**src/rtl/fetch_stage_if.sv**
```systemverilog
// fetch_stage bus: imem request/response, hazard controls, IF/ID outputs.
// FETCH_STATS_EN adds the fetch_count / miss_cycles outputs.
interface fetch_stage_if;
  logic        ihit;
  logic [31:0] imemload;
  logic        imemREN;
  logic [31:0] imemaddr;
  logic        pc_wen;
  logic        stall_ifid;
  logic        flush_ifid;
  logic        redirect_valid;
  logic [31:0] redirect_addr;
  logic [31:0] instr_id;
  logic [31:0] pcplus4_id;
  logic        valid_id;
  logic        halted;
`ifdef FETCH_STATS_EN
  logic [31:0] fetch_count;
  logic [31:0] miss_cycles;
`endif

  modport master (
    input  ihit, imemload, pc_wen,
    input  stall_ifid, flush_ifid,
    input  redirect_valid, redirect_addr,
    output imemREN, imemaddr,
    output instr_id, pcplus4_id,
    output valid_id, halted
`ifdef FETCH_STATS_EN
    , output fetch_count, miss_cycles
`endif
  );

  modport slave (
    output ihit, imemload, pc_wen,
    output stall_ifid, flush_ifid,
    output redirect_valid, redirect_addr,
    input  imemREN, imemaddr,
    input  instr_id, pcplus4_id,
    input  valid_id, halted
`ifdef FETCH_STATS_EN
    , input fetch_count, miss_cycles
`endif
  );
endinterface

```
**src/rtl/fetch_stage.sv**
```systemverilog
// MIPS IF stage: PC, imem request, pending redirect, IF/ID latch.
// Optional FETCH_STATS_EN: saturating fetch/miss counters.
module fetch_stage #(
  parameter logic [31:0] PC_INIT = 32'h00000000,
  parameter logic [5:0]  HALT_OP = 6'b111111
) (
  input logic         CLK,
  input logic         nRST,
  fetch_stage_if.master bus
);

  typedef enum logic [1:0] {
    BOOT   = 2'd0,
    FETCH  = 2'd1,
    HALTED = 2'd2
  } state_t;

  state_t      r_state, w_state_nxt;
  logic [31:0] r_pc, w_pc_nxt;
  logic        r_pend_valid, w_pend_valid_nxt;
  logic [31:0] r_pend_addr, w_pend_addr_nxt;
  logic [31:0] r_instr, r_pcplus4;
  logic        r_valid;

  logic        w_adv, w_squash, w_load;
  logic [31:0] w_pc4;

  assign w_pc4    = r_pc + 32'd4;
  assign w_adv    = (r_state == FETCH) & bus.ihit
                  & bus.pc_wen & ~bus.stall_ifid;
  assign w_squash = bus.redirect_valid | r_pend_valid;
  assign w_load   = w_adv & ~w_squash & ~bus.flush_ifid;

  // Next state, next PC and pending-redirect bookkeeping
  always_comb begin
    w_state_nxt      = r_state;
    w_pc_nxt         = r_pc;
    w_pend_valid_nxt = r_pend_valid;
    w_pend_addr_nxt  = r_pend_addr;
    unique case (r_state)
      BOOT: w_state_nxt = FETCH;
      FETCH: begin
        if (w_load && bus.imemload[31:26] == HALT_OP)
          w_state_nxt = HALTED;
      end
      HALTED: begin
        if (bus.redirect_valid) begin
          w_state_nxt = FETCH;
          w_pc_nxt    = bus.redirect_addr;
        end
      end
      default: w_state_nxt = BOOT;
    endcase
    // a redirect taken on an advance supersedes any older pending one
    if (r_state != HALTED) begin
      if (w_adv) begin
        w_pend_valid_nxt = 1'b0;
        if (bus.redirect_valid)
          w_pc_nxt = bus.redirect_addr;
        else if (r_pend_valid)
          w_pc_nxt = r_pend_addr;
        else
          w_pc_nxt = w_pc4;
      end else if (bus.redirect_valid) begin
        w_pend_valid_nxt = 1'b1;
        w_pend_addr_nxt  = bus.redirect_addr;
      end
    end
  end

  // State, PC and pending redirect registers
  always_ff @(posedge CLK or negedge nRST) begin
    if (!nRST) begin
      r_state      <= BOOT;
      r_pc         <= PC_INIT;
      r_pend_valid <= 1'b0;
      r_pend_addr  <= 32'd0;
    end else begin
      r_state      <= w_state_nxt;
      r_pc         <= w_pc_nxt;
      r_pend_valid <= w_pend_valid_nxt;
      r_pend_addr  <= w_pend_addr_nxt;
    end
  end

  // IF/ID latch: flush beats stall beats load, otherwise bubble
  always_ff @(posedge CLK or negedge nRST) begin
    if (!nRST) begin
      r_instr   <= 32'd0;
      r_pcplus4 <= 32'd0;
      r_valid   <= 1'b0;
    end else if (bus.flush_ifid) begin
      r_instr   <= 32'd0;
      r_pcplus4 <= 32'd0;
      r_valid   <= 1'b0;
    end else if (!bus.stall_ifid) begin
      if (w_load) begin
        r_instr   <= bus.imemload;
        r_pcplus4 <= w_pc4;
        r_valid   <= 1'b1;
      end else begin
        r_instr   <= 32'd0;
        r_valid   <= 1'b0;
      end
    end
  end

  assign bus.imemREN    = (r_state == FETCH);
  assign bus.imemaddr   = r_pc;
  assign bus.halted     = (r_state == HALTED);
  assign bus.instr_id   = r_instr;
  assign bus.pcplus4_id = r_pcplus4;
  assign bus.valid_id   = r_valid;

`ifdef FETCH_STATS_EN
  logic [31:0] r_fetch_count, r_miss_cycles;

  // Saturating counters of IF/ID loads and FETCH miss cycles
  always_ff @(posedge CLK or negedge nRST) begin
    if (!nRST) begin
      r_fetch_count <= 32'd0;
      r_miss_cycles <= 32'd0;
    end else begin
      if (w_load && r_fetch_count != 32'hFFFFFFFF)
        r_fetch_count <= r_fetch_count + 32'd1;
      if (r_state == FETCH && !bus.ihit
          && r_miss_cycles != 32'hFFFFFFFF)
        r_miss_cycles <= r_miss_cycles + 32'd1;
    end
  end

  assign bus.fetch_count = r_fetch_count;
  assign bus.miss_cycles = r_miss_cycles;
`endif

endmodule
```
**src/flat_wrapper.sv**
```systemverilog
// flat-port wrapper written by rule: the top's interface ports become plain ports
module fetch_stage_flat 
#(
  parameter logic [31:0] PC_INIT = 32'h00000000,
  parameter logic [5:0]  HALT_OP = 6'b111111
)
  (CLK, nRST, bus_ihit, bus_imemload, bus_pc_wen, bus_stall_ifid, bus_flush_ifid, bus_redirect_valid, bus_redirect_addr, bus_imemREN, bus_imemaddr, bus_instr_id, bus_pcplus4_id, bus_valid_id, bus_halted);
  fetch_stage_if bus_i ();
  input logic CLK;
  input logic nRST;
  input wire logic [$bits(bus_i.ihit)-1:0] bus_ihit;
  input wire logic [$bits(bus_i.imemload)-1:0] bus_imemload;
  input wire logic [$bits(bus_i.pc_wen)-1:0] bus_pc_wen;
  input wire logic [$bits(bus_i.stall_ifid)-1:0] bus_stall_ifid;
  input wire logic [$bits(bus_i.flush_ifid)-1:0] bus_flush_ifid;
  input wire logic [$bits(bus_i.redirect_valid)-1:0] bus_redirect_valid;
  input wire logic [$bits(bus_i.redirect_addr)-1:0] bus_redirect_addr;
  output wire logic [$bits(bus_i.imemREN)-1:0] bus_imemREN;
  output wire logic [$bits(bus_i.imemaddr)-1:0] bus_imemaddr;
  output wire logic [$bits(bus_i.instr_id)-1:0] bus_instr_id;
  output wire logic [$bits(bus_i.pcplus4_id)-1:0] bus_pcplus4_id;
  output wire logic [$bits(bus_i.valid_id)-1:0] bus_valid_id;
  output wire logic [$bits(bus_i.halted)-1:0] bus_halted;
  assign bus_i.ihit = bus_ihit;
  assign bus_i.imemload = bus_imemload;
  assign bus_i.pc_wen = bus_pc_wen;
  assign bus_i.stall_ifid = bus_stall_ifid;
  assign bus_i.flush_ifid = bus_flush_ifid;
  assign bus_i.redirect_valid = bus_redirect_valid;
  assign bus_i.redirect_addr = bus_redirect_addr;
  assign bus_imemREN = bus_i.imemREN;
  assign bus_imemaddr = bus_i.imemaddr;
  assign bus_instr_id = bus_i.instr_id;
  assign bus_pcplus4_id = bus_i.pcplus4_id;
  assign bus_valid_id = bus_i.valid_id;
  assign bus_halted = bus_i.halted;
  fetch_stage #(.PC_INIT(PC_INIT), .HALT_OP(HALT_OP)) u_core (.CLK(CLK), .nRST(nRST), .bus(bus_i));
endmodule
```
**config.mk**
```make
export PLATFORM = sky130hd
export DESIGN_NAME = fetch_stage_flat
export DESIGN_NICKNAME = d
export VERILOG_FILES = /design/src/rtl/fetch_stage_if.sv /design/src/rtl/fetch_stage.sv /design/src/flat_wrapper.sv
export SDC_FILE = /design/constraint.sdc
export NUM_CORES = 1
export LEC_CHECK = 0
export CORE_ASPECT_RATIO = 0.5
export CORE_MARGIN = 3
export CORE_UTILIZATION = 36
export CTS_CLUSTER_DIAMETER = 40
export DETAILED_ROUTE_END_ITERATION = 8
export PLACE_DENSITY = 0.62
export SLEW_MARGIN = 20
export SYNTH_ARGS = -nofsm -noshare
export SYNTH_HDL_FRONTEND = slang
export SYNTH_SLANG_ARGS = --single-unit
export TNS_END_PERCENT = 50
```
**constraint.sdc**
```tcl
create_clock -name CLK -period 2 [get_ports CLK]
set_clock_uncertainty 0.15 [all_clocks]
set_input_delay 0.4 -clock CLK [delete_from_list [all_inputs] [get_ports CLK]]
set_output_delay 0.4 -clock CLK [all_outputs]
set_load 0.01 [all_outputs]
```
---- Word level (Yosys, flattened, before mapping) ----
Cells that the tools add are included.
operators by class
  eq/ne operators ......................... 7
  multiplexer cells ....................... 20
  divide/modulo/power cells ............... 0
  bitwise gates (word level) .............. 10
  add/subtract/negate cells ............... 1
  magnitude comparators ................... 0
  multiply operators ...................... 0
  reduce and logical (&&, ||, !) cells .... 8
  shift-type cells ........................ 0
operators with widths
  kind                                                             count
  32-bit two-way mux                                               12
  32-bit by 3-bit adder with 32-bit output, second input constant  1
  6-bit == test, second input constant                             1
  2-bit one-hot mux with 3 select lines                            1
  2-bit AND reduction                                              3
  1-bit AND                                                        5
  1-bit two-way mux                                                5
  2-bit two-way mux                                                2
  2-bit by 1-bit != test with 1-bit output, second input constant  2
  2-bit != test, second input constant                             2
  1-bit NOT                                                        4
  2-bit nonzero test                                               2
  3-bit AND reduction                                              1
  2-bit by 1-bit == test with 1-bit output, second input constant  1
  2-bit == test, second input constant                             1
  2-bit logical NOT                                                1
  1-bit logical AND                                                1
  1-bit OR                                                         1
storage, ports and cells
  memories kept ........................... 0
  register bits after elaboration ......... 132
  word-level logic and storage cells ...... 53
  memory bits (writable) .................. 0
  memory bits (read-only) ................. 0
  output and inout port bits .............. 99
  input port bits ......................... 71
  bits in latches ......................... 0

---- Depth between registers and ports, before layout ----
Gate-level depths: netlist (run 1).
  word-level depth ........................ 9
  depth in mapped cells ................... 8
  depth with buffers taken out ............ 6

---- Least setup slack after synthesis (run 1) ----
OpenSTA, ideal clock, no wires.
  kind .................................... flip-flop to flip-flop
  from .................................... register u_core.r_pc[10] (netlist: u_core.bus.imemaddr[10])
  to ...................................... register u_core.r_pcplus4[30] (netlist: u_core.bus.pcplus4_id[30])
  buffers on the path ..................... 2
  path slack .............................. -0.214 ns
  cell stages (with the launch flop) ...... 8
  clock period less this slack ............ 2.214 ns
  data required time ...................... 1.714 ns
  setup time .............................. 0.136 ns
  data arrival time ....................... 1.928 ns
  path through ............................ dfrtp_1 -> nand4_2 -> or4_1 -> buf_2 -> buf_6 -> o31a_1 -> nor3_1 -> nor3_1
between the ends
  cells in the longest elaborated chain, start to end .. 4
ends and longest elaborated chain
  element                                   RTL line           source
  start: declaration                        fetch_stage.sv:19  logic [31:0] r_pc, w_pc_nxt;
  start signal: assignment                  fetch_stage.sv:80  r_pc <= w_pc_nxt;
  32-bit by 3-bit adder with 32-bit output  fetch_stage.sv:28  assign w_pc4 = r_pc + 32'd4;
  32-bit two-way mux                        fetch_stage.sv:97  if (w_load) begin
  32-bit two-way mux                        fetch_stage.sv:96  end else if (!bus.stall_ifid) begin
  32-bit two-way mux                        fetch_stage.sv:92  end else if (bus.flush_ifid) begin
  end signal: assignment                    fetch_stage.sv:99  r_pcplus4 <= w_pc4;
  end: declaration                          fetch_stage.sv:22  logic [31:0] r_instr, r_pcplus4;
Every way passes these cells. The select of a mux whose other input is x is not followed.
A chain may end at the register's enable or synchronous reset.

---- Worst setup path after layout (run 1) ----
  from .................................... register u_core.r_pc[2] (netlist: u_core.bus.imemaddr[2])
  to ...................................... register u_core.r_pcplus4[28] (netlist: u_core.bus.pcplus4_id[28])
Same word-level chain as after synthesis.

==> reports/results.ini, run 1 <==
[worst_setup_path]
crit_path_start_kind = register
crit_arrival_ns = 2.19
critical_path_class = register to register
cp.required_ns = 2.15
slowest_stage = or4_4
path_buf_inv = 0
crit_path_cell_trace = ha_4, nand2_4, or4_4, o31a_1, nor3_2, nor3_2
endpoint_kind = register
cp_slowest_stage_delay_ns = 0.49
cpLargestDelayFamily = simple AND/OR/NAND/NOR gates
cp_max_fo = 4
crit_top_cell = nor3_2

[layout]
area_growth_pct = 58.1
antennaDiodeCount = 0
final_common_cell = clkdlybuf4s50_1
final_nets = 900
final_cell_mix = clkdlybuf4s50_1 (145), dfrtp_1 (118), buf_4 (85)
layout.cells.non_filler = 1068
final_layout_size_suffix_gt1_frac = 0.270

[place]
portBuffers = 169
hpwlAfterDp_um = 14600
placed_cells = 1024
gp_congestion = 0.832

[logic_synthesis]
synthMuxAreaShare = 0.0709
synth_top_family_by_area = compound AO/OA/AOI/OAI gates
synth-xor-area-share = 0.0310
synthTopCellsByArea = dfrtp_1 (53%), mux2_2 (5.8%), a22o_1 (4.5%)
yosysSeqAreaShare = 0.532
synth_fp_nets = 655
yosys_warnings = 0
ys_ff_latch = 132
synth_compound_area_frac = 0.169
ys_types = 53
synth_fa_ha_area_frac = 0.00201
yosysTopAreaCellShare = 0.532
synth_cells = 583
synth-main-ff-cell = dfrtp_1
synth_edf_count = 0
syn_area_um2 = 6210
async_flop_share = 1.00
syn_area_per_cell_um2 = 10.7
synth_area_leader_cell = dfrtp_1
yosys.area_share.simple = 0.160

[global_route]
grt_pass1_wl_um = 31400
antenna_found_initial = 0
grt_use_total = 0.214
grt-ovfl-total = 0
grt_pass1_vias = 5759
grt_max_degree = 46

[power]
power_frac_comb = 0.215
seqPwrFrac = 0.374
power_density_nw_per_um2 = 838
p_int_uw = 5950
netSwitchingFraction = 0.277
vdd_drop_max_v = 0.000631
p_leak_uw = 0.00418
clkPwrFrac = 0.411
p_switching_uw = 2280

[sta]
setup_viol = 6
fin_crit_sh = 1.02
fin_ws_ns = -0.0453
relSlewSlack = 0.645
hold_slack_ns = 0.339
final.min_clock_period_ns = 2.05
worst_pin_slew_ns = 0.532
rsz0062_at_grt = yes
setup_tns_ns = -0.174
max_freq_mhz = 489
hold_violations = 0
report.final.slew_viol_count = 0

[run]
drv_cap = 0

[status]
outcome = complete, but fails checks
violations = negative setup slack

[die]
boundaryPins = 170
row_count = 33
core_area_um2 = 16600
dieArea_um2 = 19000
fp.dieW_um = 192
start_util = 0.373
dieHeight_um = 98.9

[drt]
viasPerCell = 5.35
drc_errors = 0
drt_iter0_markers = 406
wl_um = 20000
wl_per_cell_um = 18.7
num_vias = 5710
route.antenna.remaining_nets = 0
firstDrtPassIters = 4

[cts]
clockRootBuffer = clkbuf_16
htree_num_levels = 4
numCtsBuffers = 17
cts_tree = built
clk_pin_slew_ns = 0.06
clockBufferDepth = 2
cts_sinks = 132
clk_latency_ns = 0.41

[min_path]
hold_path.class = register to register

## metrics by stage
step / power [uW] / area [um^2] / setup WS (ns) / util
floorplan: 3810 / 6390 / -0.0637 / -
global placement: 4840 / 8930 / -0.341 / 0.537
detailed placement: 4860 / 8930 / -0.339 / 0.537
CTS: 8230 / 9640 / -0.0605 / 0.579
global route: 8560 / 9820 / -0.103 / 0.590
finish: 8230 / 9820 / -0.0453 / 0.590
## logic make-up after synthesis
family	count (synthesis)
AND/OR/NAND/NOR	195
XOR/XNOR	22
adder cells (fa/ha/maj)	1
flip-flops	132
AO/OA/AOI/OAI	139
multiplexers	40
buffers and inverters	54
## metal layers
metal / share of wire / vias to the layer above / track usage
li1: - / 2660 / -
met1: 0.43 / 2844 / 0.281
met2: 0.49 / 197 / 0.353
met3: 0.072 / 9 / 0.0636
met4: 0.0052 / 0 / 0.0423
met5: 0 / - / 0
## power groups by stage
| stage | clock network (uW) | logic [uW] | registers [uW] |
|---|---|---|---|
| floorplan | 0 | 579 | 3230 |
| global placement | 0 | 1720 | 3120 |
| detailed placement | 0 | 1730 | 3130 |
| CTS | 3420 | 1740 | 3070 |
| global route | 3550 | 1910 | 3100 |
| finish | 3380 | 1770 | 3070 |
## final timing paths
kind | start | endpoint | slack (ns) | cells past startpoint
max in group asynchronous | nRST | u_core.bus.imemaddr[30] | 0.69 | 3
min in group asynchronous | nRST | u_core.bus.pcplus4_id[20] | 0.35 | 2
hold reg to reg | u_core.bus.valid_id | u_core.bus.valid_id | 0.34 | 1
setup / recovery | u_core.bus.imemaddr[2] | u_core.bus.pcplus4_id[28] | -0.05 | 6
hold / removal | u_core.bus.valid_id | u_core.bus.valid_id | 0.34 | 1
setup reg to reg | u_core.bus.imemaddr[2] | u_core.bus.pcplus4_id[28] | -0.05 | 6
## cell type report
| class | instances | area [um^2] |
|---|---|---|
| clock buffers | 19 | 453 |
| fillers | 1393 | 6820 |
| multi-input cells | 397 | 2930 |
| inverters | 10 | 37.5 |
| repair buffers | 270 | 2610 |
| clock inverters | 13 | 181 |
| flip-flops and latches | 132 | 3320 |
| well taps | 227 | 284 |
## registers in the layout, summed over array words and instances, names as in the netlist
name,flops
u_core.bus.valid_id,1
u_core.r_pend_addr,32
u_core.bus.pcplus4_id,32
u_core.bus.instr_id,32
u_core.r_state,2
u_core.bus.imemaddr,32
u_core.r_pend_valid,1
## timing repair
item | 4_1_cts | 5_1_grt
gates resized for setup | 34 | 30
cloned | 0 | 1
hold endpoints to repair | 31 | 0
pin swaps | 5 | 13
endpoints found under the setup margin | 37 | 78
setup buffers | 5 | 5
hold buffers | 1 | 0
## Yosys cell counts, drive strengths merged, types with 5 or more instances
library cell / n
a211oi: 16
a21oi: 17
a221oi: 14
a22o: 32
a31oi: 6
a32oi: 8
and3: 13
buf: 12
clkbuf: 32
dfrtp: 132
inv: 9
mux2: 32
mux2i: 8
nand2: 51
nand3: 9
nand4: 12
nor2: 54
nor3: 24
nor4: 12
o21ai: 19
o31a: 5
xnor2: 14
xor2: 8
Power figures use the tool's default switching activity.
==> run 2: changes to the inputs <==
--- a/config.mk
+++ b/config.mk
@@ -5,12 +5,13 @@
 export SDC_FILE = /design/constraint.sdc
 export NUM_CORES = 1
 export LEC_CHECK = 0
+export ABC_AREA = 1
 export CORE_ASPECT_RATIO = 0.5
 export CORE_MARGIN = 3
 export CORE_UTILIZATION = 36
 export CTS_CLUSTER_DIAMETER = 40
 export DETAILED_ROUTE_END_ITERATION = 8
-export PLACE_DENSITY = 0.62
+export PLACE_DENSITY = 0.61
 export SLEW_MARGIN = 20
 export SYNTH_ARGS = -nofsm -noshare
 export SYNTH_HDL_FRONTEND = slang
==> run 2 against run 1 <==
Effect of this change: the flow now finishes without violations; sequential power up 6.5%; total power is 1.6% higher; worst setup slack gained 0.081 ns; global-route usage is 0.18 points lower; sequential share of layout area is 1.7 points higher; first-iteration DRC count is 14% lower; combinational power fell by 9.6%; cell count increased by 17%; maximum frequency up 4.1%; critical path depth is 5 lower; area after synthesis up 6.4%; worst hold slack got worse by 0.017 ns.
==> reports/results.ini, run 2 <==
[status]
outcome = complete, no violations

[worst_setup_path]
cpLargestDelayFamily = buffers and inverters
crit_path_cell_trace = clkdlybuf4s50_1
crit_path_start_kind = register
path_buf_inv = 1  ; +1
slowest_stage = clkdlybuf4s50_1
endpoint_kind = primary output
critical_path_class = register to primary output
crit_arrival_ns = 1.41  ; -0.78 ns
cp_max_fo = 5  ; +1
cp_slowest_stage_delay_ns = 0.57  ; +0.08 ns
cp.required_ns = 1.45  ; -0.70 ns

[drt]
route.met2.wl_um = 10100  ; +3.1%
route.antenna.remaining_nets = 0  ; unchanged
wl_um = 20800  ; +3.9%
wl_per_cell_um = 16.7  ; -11%
routed.top_layer = met4
wl_met3_um = 1660  ; +15%
firstDrtPassIters = 5  ; +1
num_vias = 6290  ; +10%
drt_iter0_markers = 350  ; -14%
wl_met1_um = 8880  ; +2.1%
viasPerCell = 5.04  ; -5.7%
drc_errors = 0  ; unchanged

[sta]
rsz0062_at_grt = yes
fin_crit_sh = 0.982  ; -0.0404
hold_violations = 0  ; unchanged
fin_ws_ns = 0.0356  ; +0.0809 ns
report.final.slew_viol_count = 0  ; unchanged
setup_viol = 0  ; -6
final.min_clock_period_ns = 1.96  ; -0.0809 ns
max_freq_mhz = 509  ; +4.1%
relSlewSlack = 0.653  ; +0.00799
worst_pin_slew_ns = 0.520  ; -0.0127 ns

[logic_synthesis]
yosysSeqAreaShare = 0.500  ; -0.0318
ys_ff_latch = 132  ; unchanged
yosys.area_share.simple = 0.285  ; +0.124
synth-xor-area-share = 0.0199  ; -0.0111
synth_cells = 826  ; +42%
synth_edf_count = 0  ; unchanged
synth_fa_ha_area_frac = 0.00189  ; -0.000120
yosysMostFrequentCell = nand2_1
synth_compound_area_frac = 0.117  ; -0.0523
synth-main-ff-cell = dfrtp_1
syn_area_per_cell_um2 = 8.00  ; -25%
synthMuxAreaShare = 0  ; -0.0709
yosys_warnings = 0  ; unchanged
synth_top_family_by_area = simple AND/OR/NAND/NOR gates
async_flop_share = 1.00  ; unchanged
yosys-top-cells-count = nand2_1 (292), dfrtp_1 (132), nand3_1 (73), inv_1 (60), nor2_1 (54)
synth_fp_nets = 898  ; +37%
ys_types = 33  ; -38%
syn_area_um2 = 6610  ; +6.4%
yosysTopAreaCellShare = 0.500  ; -0.0318
synth_area_leader_cell = dfrtp_1
synthTopCellsByArea = dfrtp_1 (50%), nand2_1 (17%), nand3_1 (5.5%)

[power]
power_uw = 8360  ; +1.6%
vdd_drop_max_v = 0.000636  ; +0.81%
p_int_uw = 5940  ; about the same
power_density_nw_per_um2 = 890  ; +6.3%
seqPwrFrac = 0.391  ; +0.017
p_switching_uw = 2420  ; +6.0%
netSwitchingFraction = 0.289  ; +0.0121
power_frac_comb = 0.191  ; -0.024
clkPwrFrac = 0.417  ; +0.006
p_leak_uw = 0.00443  ; +6.1%

[layout]
area_growth_pct = 42.1
final_cell_mix = nand2_1 (292), clkdlybuf4s50_1 (159), dfrtp_1 (106)
antennaDiodeCount = 0  ; unchanged
final_common_cell = nand2_1
final_nets = 1072  ; +19%
final_layout_size_suffix_gt1_frac = 0.114  ; -0.156

[min_path]
hold_path.class = register to register

[global_route]
grt-ovfl-total = 0  ; unchanged
grt_max_degree = 44  ; -4.3%
antenna_found_initial = 0  ; unchanged
grt_use_total = 0.212  ; -0.00185
grt_pass1_wl_um = 33300  ; +5.9%
grt_pass1_vias = 6331  ; +9.9%

[cts]
cts_sinks = 132  ; unchanged
clockRootBuffer = clkbuf_16
numCtsBuffers = 17  ; unchanged
cts_tree = built
clockBufferDepth = 2  ; unchanged
clk_pin_slew_ns = 0.06  ; about the same
htree_num_levels = 4  ; unchanged
clk_latency_ns = 0.42  ; about the same

[place]
hpwlAfterDp_um = 15100  ; +3.0%
gp_congestion = 0.864  ; +3.8%
portBuffers = 169  ; unchanged
pre_cts_slack_ns = -0.230  ; +0.109 ns

[die]
core_area_um2 = 17700  ; +6.4%
start_util = 0.373  ; about the same
boundaryPins = 170  ; unchanged
dieArea_um2 = 20100  ; +6.1%
dieHeight_um = 102  ; +2.9%
fp.dieW_um = 198  ; +3.0%
row_count = 34  ; +3.0%

[run]
drv_cap = 0  ; unchanged

[run 2: cell type report]
type	instances	area (um^2)
multi-input cells	584	2840
fillers	1638	8310
clock buffers	20	447
flip-flops and latches	132	3340
well taps	234	293
clock inverters	12	203
inverters	67	251
repair buffers	198	2030
[run 2: power groups by stage]
stage	clock network [uW]	registers, uW	logic [uW]
after floorplan	0	3260	710
after global placement	0	3290	1550
after detailed placement	0	3290	1570
after CTS	3540	3260	1610
after global routing	3640	3310	1760
final	3490	3270	1600
[run 2: cell families (layout without fill, tap and decap cells)]
group           after synthesis  after routing
xor+xnor                     15             15
simple gates                447            447
flops                       132            132
fa+ha+maj                     1              1
compound gates              121            121
buf+inv                     110            297
[run 2: repair_timing]
action,CTS,global route
hold endpoints to repair,30,0
endpoints found under the setup margin,28,14
buffers inserted,2,0
pin swaps,0,1
hold buffers,1,0
gates resized for setup,27,13
[run 2: stage by stage]
step / util / hold slack [ns] / instance area [um^2] / setup TNS [ns] / cells
3_5_place_dp: 0.488 / 0.253 / 8640 / -17.70 / 1212
3_3_place_gp: 0.488 / 0.251 / 8640 / -13.96 / 1212
2_1_floorplan: - / -0.0456 / 6610 / 0 / 826
6_report: 0.531 / 0.322 / 9390 / 0 / 1247
4_1_cts: 0.528 / 0.329 / 9340 / 0 / 1247
5_1_grt: 0.531 / 0.349 / 9390 / -0.00712 / 1247
[run 2: worst min-delay path, stage by stage, from the launching register on]
cell     delay [ns]
dfrtp_1        0.34
nand2_1        0.05
nand2_1        0.05
[run 2: routing by layer]
layer  GRT usage  up-vias
li1            -     3036
met3      0.0688       15
met5           0        -
met1       0.268     3051
met4      0.0511        0
met2       0.357      188
[run 2: final timing paths]
path | startpoint | to | slack [ns] | cells past startpoint
hold reg to reg | u_core.r_pend_addr[1] | u_core.r_pend_addr[1] | 0.32 | 2
setup reg to reg | u_core.bus.imemaddr[3] | u_core.bus.imemaddr[16] | 0.08 | 9
setup / recovery | u_core.bus.imemaddr[18] | bus_imemaddr[18] | 0.04 | 1
max in group asynchronous | nRST | u_core.bus.imemaddr[21] | 0.75 | 3
min in group asynchronous | nRST | u_core.bus.instr_id[13] | 0.35 | 2
hold / removal | u_core.r_pend_addr[1] | u_core.r_pend_addr[1] | 0.32 | 2
